===== src/rtl/exe_dmem_req_pkg.sv =====
// Shared types and constants for the EXE-stage data-memory request path.
// Load/store type encodings, FSM states, exception codes and SRAM size codes.
package exe_dmem_req_pkg;

    typedef enum logic [2:0] {
        LS_B  = 3'd0,
        LS_BU = 3'd1,
        LS_H  = 3'd2,
        LS_HU = 3'd3,
        LS_W  = 3'd4,
        LS_WL = 3'd5,
        LS_WR = 3'd6
    } ls_type_e;

    typedef enum logic [1:0] {
        ST_IDLE  = 2'd0,
        ST_REQ   = 2'd1,
        ST_DONE  = 2'd2,
        ST_DRAIN = 2'd3
    } dmem_state_e;

    localparam logic [4:0] EXC_ADEL = 5'h04;
    localparam logic [4:0] EXC_ADES = 5'h05;

    localparam logic [1:0] SIZE_1B = 2'd0;
    localparam logic [1:0] SIZE_2B = 2'd1;
    localparam logic [1:0] SIZE_4B = 2'd2;

    typedef struct packed {
        logic        wr;
        logic [1:0]  size;
        logic [31:0] addr;
        logic [3:0]  wstrb;
        logic [31:0] wdata;
    } dmem_req_t;

endpackage


===== src/rtl/exe_store_align.sv =====
// Combinational size/address/strobe/data formatting for one load/store,
// plus the natural-alignment check used for AdEL/AdES.
module exe_store_align
    import exe_dmem_req_pkg::*;
(
    input  logic [2:0]  ls_type,
    input  logic [31:0] vaddr,
    input  logic [31:0] rt_value,
    output logic [1:0]  size,
    output logic [31:0] addr,
    output logic [3:0]  wstrb,
    output logic [31:0] wdata,
    output logic        misalign
);

    logic [1:0] a;
    assign a = vaddr[1:0];

    always_comb begin
        size     = SIZE_4B;
        addr     = vaddr;
        wstrb    = '0;
        wdata    = '0;
        misalign = 1'b0;
        case (ls_type_e'(ls_type))
            LS_B, LS_BU: begin
                size  = SIZE_1B;
                wstrb = 4'b0001 << a;
                wdata = {4{rt_value[7:0]}};
            end
            LS_H, LS_HU: begin
                size     = SIZE_2B;
                wstrb    = a[1] ? 4'b1100 : 4'b0011;
                wdata    = {2{rt_value[15:0]}};
                misalign = a[0];
            end
            LS_W: begin
                wstrb    = 4'b1111;
                wdata    = rt_value;
                misalign = |a;
            end
            // Unaligned-word pair: word address, partial lanes, never faults.
            LS_WL: begin
                addr  = {vaddr[31:2], 2'b00};
                wstrb = 4'b1111 >> (2'd3 - a);
                wdata = rt_value >> (5'd24 - {a, 3'b000});
            end
            LS_WR: begin
                addr  = {vaddr[31:2], 2'b00};
                wstrb = 4'b1111 << a;
                wdata = rt_value << {a, 3'b000};
            end
            default: ;
        endcase
    end

endmodule


===== src/rtl/exe_dmem_req.sv =====
// EXE-stage data-memory request generator: issues one SRAM-like request per
// load/store, holds it until addr_ok, and reports alignment exceptions.
module exe_dmem_req
    import exe_dmem_req_pkg::*;
(
    input  logic        clk,
    input  logic        reset,
    input  logic        es_valid,
    input  logic        ms_allowin,
    input  logic        mem_re,
    input  logic        mem_we,
    input  logic [2:0]  ls_type,
    input  logic [31:0] vaddr,
    input  logic [31:0] rt_value,
    input  logic        es_ex_in,
    input  logic        kill,
    input  logic        flush,
    output logic        data_sram_req,
    output logic        data_sram_wr,
    output logic [1:0]  data_sram_size,
    output logic [31:0] data_sram_addr,
    output logic [3:0]  data_sram_wstrb,
    output logic [31:0] data_sram_wdata,
    input  logic        data_sram_addr_ok,
    output logic        mem_ready_go,
    output logic        es_req_issued,
    output logic        ex_adel,
    output logic        ex_ades,
    output logic [31:0] ex_badvaddr
);

    dmem_state_e state, state_nxt;

    logic        mem_op, misalign, adel, ades, issue_ok, pass_through;
    logic [1:0]  al_size;
    logic [31:0] al_addr, al_wdata;
    logic [3:0]  al_wstrb;
    dmem_req_t   cur_req, held_req, out_req;

    exe_store_align u_align (
        .ls_type  (ls_type),
        .vaddr    (vaddr),
        .rt_value (rt_value),
        .size     (al_size),
        .addr     (al_addr),
        .wstrb    (al_wstrb),
        .wdata    (al_wdata),
        .misalign (misalign)
    );

    assign mem_op       = mem_re | mem_we;
    assign adel         = es_valid & mem_re & misalign;
    assign ades         = es_valid & mem_we & misalign;
    assign issue_ok     = es_valid & mem_op & ~es_ex_in & ~adel & ~ades & ~kill & ~flush;
    assign pass_through = es_valid & (~mem_op | es_ex_in | adel | ades | kill);

    always_comb begin
        cur_req.wr    = mem_we;
        cur_req.size  = al_size;
        cur_req.addr  = al_addr;
        cur_req.wstrb = mem_we ? al_wstrb : '0;
        cur_req.wdata = mem_we ? al_wdata : '0;
    end

    // A waiting request is latched so it stays stable even after a flush
    // lets the EXE pipeline register move on while we drain.
    always_ff @(posedge clk) begin
        if (reset) begin
            state    <= ST_IDLE;
            held_req <= '0;
        end else begin
            state <= state_nxt;
            if (state == ST_IDLE && issue_ok && !data_sram_addr_ok)
                held_req <= cur_req;
        end
    end

    always_comb begin
        state_nxt     = state;
        data_sram_req = 1'b0;
        out_req       = '0;
        mem_ready_go  = 1'b0;
        es_req_issued = 1'b0;
        case (state)
            ST_IDLE: begin
                data_sram_req = issue_ok;
                out_req       = issue_ok ? cur_req : '0;
                mem_ready_go  = pass_through | (issue_ok & data_sram_addr_ok);
                es_req_issued = issue_ok & data_sram_addr_ok;
                if (issue_ok)
                    state_nxt = data_sram_addr_ok ? ST_DONE : ST_REQ;
            end
            ST_REQ: begin
                data_sram_req = 1'b1;
                out_req       = held_req;
                mem_ready_go  = pass_through;
                // Accepted in the flush cycle: reported as issued so MEM cancels it.
                es_req_issued = data_sram_addr_ok & flush;
                if (data_sram_addr_ok)
                    state_nxt = flush ? ST_IDLE : ST_DONE;
                else if (flush)
                    state_nxt = ST_DRAIN;
            end
            ST_DRAIN: begin
                data_sram_req = 1'b1;
                out_req       = held_req;
                if (data_sram_addr_ok)
                    state_nxt = ST_IDLE;
            end
            ST_DONE: begin
                mem_ready_go  = 1'b1;
                es_req_issued = 1'b1;
                if ((es_valid & ms_allowin) | flush)
                    state_nxt = ST_IDLE;
            end
            default: state_nxt = ST_IDLE;
        endcase
    end

    assign data_sram_wr    = out_req.wr;
    assign data_sram_size  = out_req.size;
    assign data_sram_addr  = out_req.addr;
    assign data_sram_wstrb = out_req.wstrb;
    assign data_sram_wdata = out_req.wdata;

    assign ex_adel     = adel;
    assign ex_ades     = ades;
    assign ex_badvaddr = (adel | ades) ? vaddr : '0;

endmodule


===== config.mk =====
export PLATFORM = sky130hd
export DESIGN_NAME = exe_dmem_req
export DESIGN_NICKNAME = d
export VERILOG_FILES = /design/src/rtl/exe_dmem_req_pkg.sv /design/src/rtl/exe_store_align.sv /design/src/rtl/exe_dmem_req.sv
export SDC_FILE = /design/constraint.sdc
export NUM_CORES = 1
export LEC_CHECK = 0
export CAP_MARGIN = 20
export CORE_UTILIZATION = 59
export CTS_CLUSTER_SIZE = 25
export DETAILED_ROUTE_END_ITERATION = 16
export DONT_BUFFER_PORTS = 1
export GPL_TIMING_DRIVEN = 0
export PLACE_DENSITY = 0.78
export SYNTH_ARGS = -nofsm -noshare
export SYNTH_HDL_FRONTEND = slang
export SYNTH_SLANG_ARGS = --single-unit

===== constraint.sdc =====
create_clock -name clk -period 3.6 [get_ports clk]
set_clock_uncertainty 0.2 [all_clocks]
set_input_delay 0.9 -clock clk [delete_from_list [all_inputs] [get_ports clk]]
set_output_delay 0.9 -clock clk [all_outputs]
set_load 0.1 [all_outputs]

* Word level (Yosys, flattened, before mapping)
Index checks and enable logic that the tools add are counted.
Storage, ports and cells: bits in latches 0, output and inout bits 108, register bits after elaboration 73, memories 0, memory bits (writable) 0, bits in read-only memories 0
Cells by class: bitwise logic cells 28, shift-type cells 5, muxes and demuxes 22, magnitude comparators 0, multipliers 0, divide/modulo/power cells 0, reduce and logical (&&, ||, !) cells 11, eq/ne operators 13, add/subtract/negate cells 2
Operators by type and width (count):
- case mux 32 bit (5 select lines) | 1
- case mux 71 bit (2 select lines) | 1
- 2-to-1 mux 71 bit | 1
- 2-to-1 mux 32 bit | 2
- left shift 32 x 5 -> 32 bit | 1
- >> shifter 32 x 5 -> 32 bit | 1
- case mux 4 bit (5 select lines) | 1
- 2-to-1 mux 2 bit | 8
- AND 1 bit | 14
- OR reduction 2 bit | 5
- equality test 3 bit (second input constant) | 3
- 2-to-1 mux 4 bit | 2
- OR 1 bit | 8
- case mux 2 bit (4 select lines) | 1
- equality test 3 x 2 -> 1 bit (second input constant) | 2
- != test 2 bit (second input constant) | 3
- inverter 1 bit | 6
- case mux 1 bit (3 select lines) | 2
- subtractor 5 bit (first input constant) | 1
- equality test 2 bit (second input constant) | 2
- case mux 1 bit (2 select lines) | 2
- case mux 2 bit (2 select lines) | 1
- AND reduction 4 bit | 1
- left shift 1 x 2 -> 4 bit (first input constant) | 1
- 10 further kinds | 11

* Logic depth before layout (Yosys ltp)
word-level depth 12, mapped depth 9, gate-level depth less buffers 5

* Hierarchy
From an unflattened synthesis, not the netlist that was laid out.
Unflattened totals: cells, all modules 851, area total of the unflattened synthesis 6707.7 um2
Modules (own cells, without submodules):
- exe_dmem_req | times used 1, area each 4898.4 um2, sequential area each 1461.4 um2, cells an instance 623
- exe_store_align | times used 1, area each 1809.2 um2, sequential area each 0.0 um2, cells an instance 228

* Worst setup path after synthesis
Ideal clock, no wire load.
path kind input-to-output, start input port vaddr[0], end output port data_sram_wdata[8], setup slack -1.817 ns, data arrival time 4.317 ns, stages on the path 8, cells stage by stage buf_2 -> buf_2 -> buf_2 -> buf_2 -> a21oi_1 -> a211oi_1 -> a2111oi_0 -> o21ai_0
On the way: longest elaborated chain between the ends 10
RTL lines:
- from (decl) | line exe_dmem_req.sv:13 | input logic [31:0] vaddr,
- parallel branches: the longest is 8 deep, another holds subtractor 5 bit
- 2-to-1 mux 71 bit (*) | line exe_dmem_req.sv:87 | out_req = issue_ok ? cur_req : '0;
- case mux 71 bit (2 select lines) (*) | line exe_dmem_req.sv:84 | case (state)
- to (decl) | line exe_dmem_req.sv:23 | output logic [31:0] data_sram_wdata,
Every way passes the cells marked *.

* Worst setup path after layout
start input port es_ex_in, end output port data_sram_addr[5]
On the way: longest elaborated chain between the ends 8
RTL lines:
- from (decl) | line exe_dmem_req.sv:15 | input logic es_ex_in,
- inverter 1 bit | line exe_dmem_req.sv:54 | assign issue_ok = es_valid & mem_op & ~es_ex_in & ~adel & ~ades & ~kill & ~flush;
- AND 1 bit (5 in series) | line exe_dmem_req.sv:54
- 2-to-1 mux 71 bit | line exe_dmem_req.sv:87
- case mux 71 bit (2 select lines) | line exe_dmem_req.sv:84
- to (decl) | line exe_dmem_req.sv:21 | output logic [31:0] data_sram_addr,
No other way between the ends.

==> impl_metrics.toml <==
[cells_and_area]
flow.area_growth_from_synthesis_pct = 39.7
final_nets = 903
fin_util = 0.855
diodes = 0
post_route_cells_drive_above_1_share = 0.294

[logic_synthesis]
synthTopCellsByCount = "sky130_fd_sc_hd__nand2_1, sky130_fd_sc_hd__a21oi_1, sky130_fd_sc_hd__dfxtp_1"
synth_largest_area_cell = "sky130_fd_sc_hd__dfxtp_1"
post_synth_main_area_contributors = "sky130_fd_sc_hd__dfxtp_1, sky130_fd_sc_hd__nand2_1, sky130_fd_sc_hd__mux2i_1"
synth_fa_ha_area_frac = 0
post_synth_num_cell_types = 47
number_of_flops_mapped_to_enable_cells_by_yosys = 0
synth-compound-area-share = 0.257
synth.top_cell.area_share = 0.272
simple_gate_area_share_of_the_yosys_netlist = 0.316
yosysMostFrequentCell = "sky130_fd_sc_hd__nand2_1"
post_synth_mux_area_share = 0.0975
async_reset_ff_frac = 0
yosys_warnings = 0
synth_area_per_inst_um2 = 6.81
syn-instance-count = 788
synth_area_um2 = 5360
main_combinational_cell_family_by_area_after_synthesis = "simple AND/OR/NAND/NOR gates"
synthXorXnorAreaFrac = 0.00163
synth_flop_cell = "sky130_fd_sc_hd__dfxtp_1"
seq_area_frac_synth = 0.272
synth_nets = 865
synth.ff_latch_count = 73

[clock_tree]
cts_max_level = 3
largest_buffer_count_on_any_clock_path = 2
tritoncts.num_buffers = 9
cts.sinks = 73
cts.root.buffer_cell = "sky130_fd_sc_hd__clkbuf_8"
tritoncts = "yes"
worst_skew_pair.late_latency_ns = 0.36
worst_setup_hold_path_clk_slew_ns = 0.09

[detailed_routing]
route.detailed.drc = 0
wl_met2_mm = 10.6
finalWirelength_mm = 23.1
route.top_layer_used = "met4"
met3WireLength_mm = 3.11
viasPerCell = 7.21
route.antenna.remaining_nets = 0
vias = 6770
drt_first_iter_violations = 793
wl_met1_mm = 8.18
route.detailed.wl_per_inst_um = 24.6
drtPass1Iterations = 7

[grt]
grt_start_max_net_pins = 16
grt_use_total = 0.449
grt_pass1_vias = 6253
grt_first_pass_wirelength_mm = 33.7
antenna_found_initial = 0
gr-total-overflow = 0

[timing]
final_setup_violation_count = 73
finalWorstSetupSlack_ns = -0.461
timing.setup.tns_ns = -27.47
rsz0062_at_grt = "yes"
layout_min_cycle_time_ns = 4.06
final_cycle_utilization_of_the_critical_path = 1.13
worst-slew-pin-transition_ns = 1.05
clock.fmax_mhz = 246
relSlewSlack = 0.300
timing_max_transition_violations_final = 0
final.hold.worst_slack_ns = 0.254
timing_hold_violations_final = 0

[worst_setup_path]
worst-setup-path-type = "input pin to output port"
worst_setup_start_kind = "input pin"
required_ns = 2.50
cp-end-kind = "output port"
cp_max_fo = 10
timing.critical_path.arrival_ns = 2.96

[place]
dpl_worst_slack_ns = -0.781
port-buffer-count = 0
dp_hpwl_mm = 15.0
routabilityCongestion = 0.978

[status]
run_status = "complete, but fails checks"
failing_checks = "negative setup slack"

[floorplanning]
core_um2 = 8760
initial_core_util = 0.612
die_w_um = 97.4
std_cell_rows = 34
die-height_um = 97.4
num_io_pins = 185
floorplan.die_area_um2 = 9480

[power_and_ir_drop]
leakagePower_nw = 2.57
vdd_drop_max_mv = 0.204
report.power.total_mw = 2.05
cellPowerDensity_nw_per_um2 = 274

[min_path]
hold_path.class = "flip-flop to flip-flop"

[flow_run]
max_cap_violations = 0
## layout by cell type, fill, tap and decap left out, drive strengths merged, types with 4 or more instances in the layout
master / synthesis / routed
o31ai: 9 / 9
nor3: 4 / 4
a211oi: 15 / 15
nor2: 54 / 54
or3: 13 / 13
a21oi: 76 / 76
nand2: 198 / 198
inv: 2 / 6
mux4: 5 / 5
buf: 26 / 53
a2111oi: 13 / 13
a22o: 6 / 6
nand2b: 4 / 4
o21ai: 77 / 77
a22oi: 6 / 6
a221oi: 8 / 8
mux2i: 41 / 41
dfxtp: 73 / 73
and2: 33 / 33
nand3b: 15 / 15
clkbuf: 45 / 54
nand4: 4 / 4
a21o: 6 / 6
nand3: 11 / 11
nor2b: 16 / 16
## per-stage QoR
stage          cells  area (um2)
2_1_floorplan    788        6430
3_3_place_gp     896        6570
3_5_place_dp     900        6620
4_1_cts          930        7350
5_1_grt          939        7490
6_report         939        7490
## worst max-delay path: stages
cell and delay (ns):
sky130_fd_sc_hd__or2_4 0.23, sky130_fd_sc_hd__a311o_1 0.41, sky130_fd_sc_hd__nor4_4 0.26, sky130_fd_sc_hd__buf_6 0.20
sky130_fd_sc_hd__clkbuf_4 0.22, sky130_fd_sc_hd__nand2_1 0.13, sky130_fd_sc_hd__o21ai_4 0.60
## layout make-up
| class | count | area [um2] |
|---|---|---|
| Inverter | 2 | 7.51 |
| Multi-Input combinational cell | 642 | 4910 |
| Sequential cell | 73 | 1460 |
| Buffer | 71 | 487 |
| Clock buffer | 9 | 124 |
| Timing Repair Buffer | 27 | 300 |
| Fill cell | 486 | 1270 |
| Clock inverter | 7 | 62.6 |
| Tap cell | 108 | 135 |
## kinds of logic after synthesis
| logic type | count (synthesis) |
|---|---|
| compound gates | 229 |
| xor+xnor | 1 |
| buf+inv | 73 |
| flops | 73 |
| mux | 46 |
| simple gates | 366 |
## repair_timing
action,in CTS,in global routing
hold endpoints to repair,0,0
pin swaps,35,34
cloned,3,1
setup endpoints to repair,108,107
gates resized for setup,84,28
setup buffers,11,8
hold buffers,0,0
## where the power goes
group | switching (mW) | internal (mW)
logic | 0.411 | 0.176
clock network | 0.383 | 0.265
registers | 0.00446 | 0.814
## routing by layer
layer / global-route usage / vias up
met2: 0.729 / 625
met4: 0.182 / 0
met1: 0.557 / 3139
li1: - / 2853
met5: 0 / -
met3: 0.132 / 153
## registers in the layout, summed over array words and instances (netlist names)
name	flops
held_req	71
state	2
## worst paths after layout
| path | slack [ns] | depth (start not counted) | endpoint | startpoint |
|---|---|---|---|---|
| max | -0.46 | 7 | data_sram_addr[5] | es_ex_in |
| min | 0.25 | 2 | held_req[27]$_SDFFE_PP0P_ | held_req[27]$_SDFFE_PP0P_ |
| min reg2reg | 0.25 | 2 | held_req[27]$_SDFFE_PP0P_ | held_req[27]$_SDFFE_PP0P_ |
| max reg2reg | 0.88 | 7 | held_req[17]$_SDFFE_PP0P_ | state[1]$_SDFFE_PP0P_ |
(Power assumes the default switching activity.)
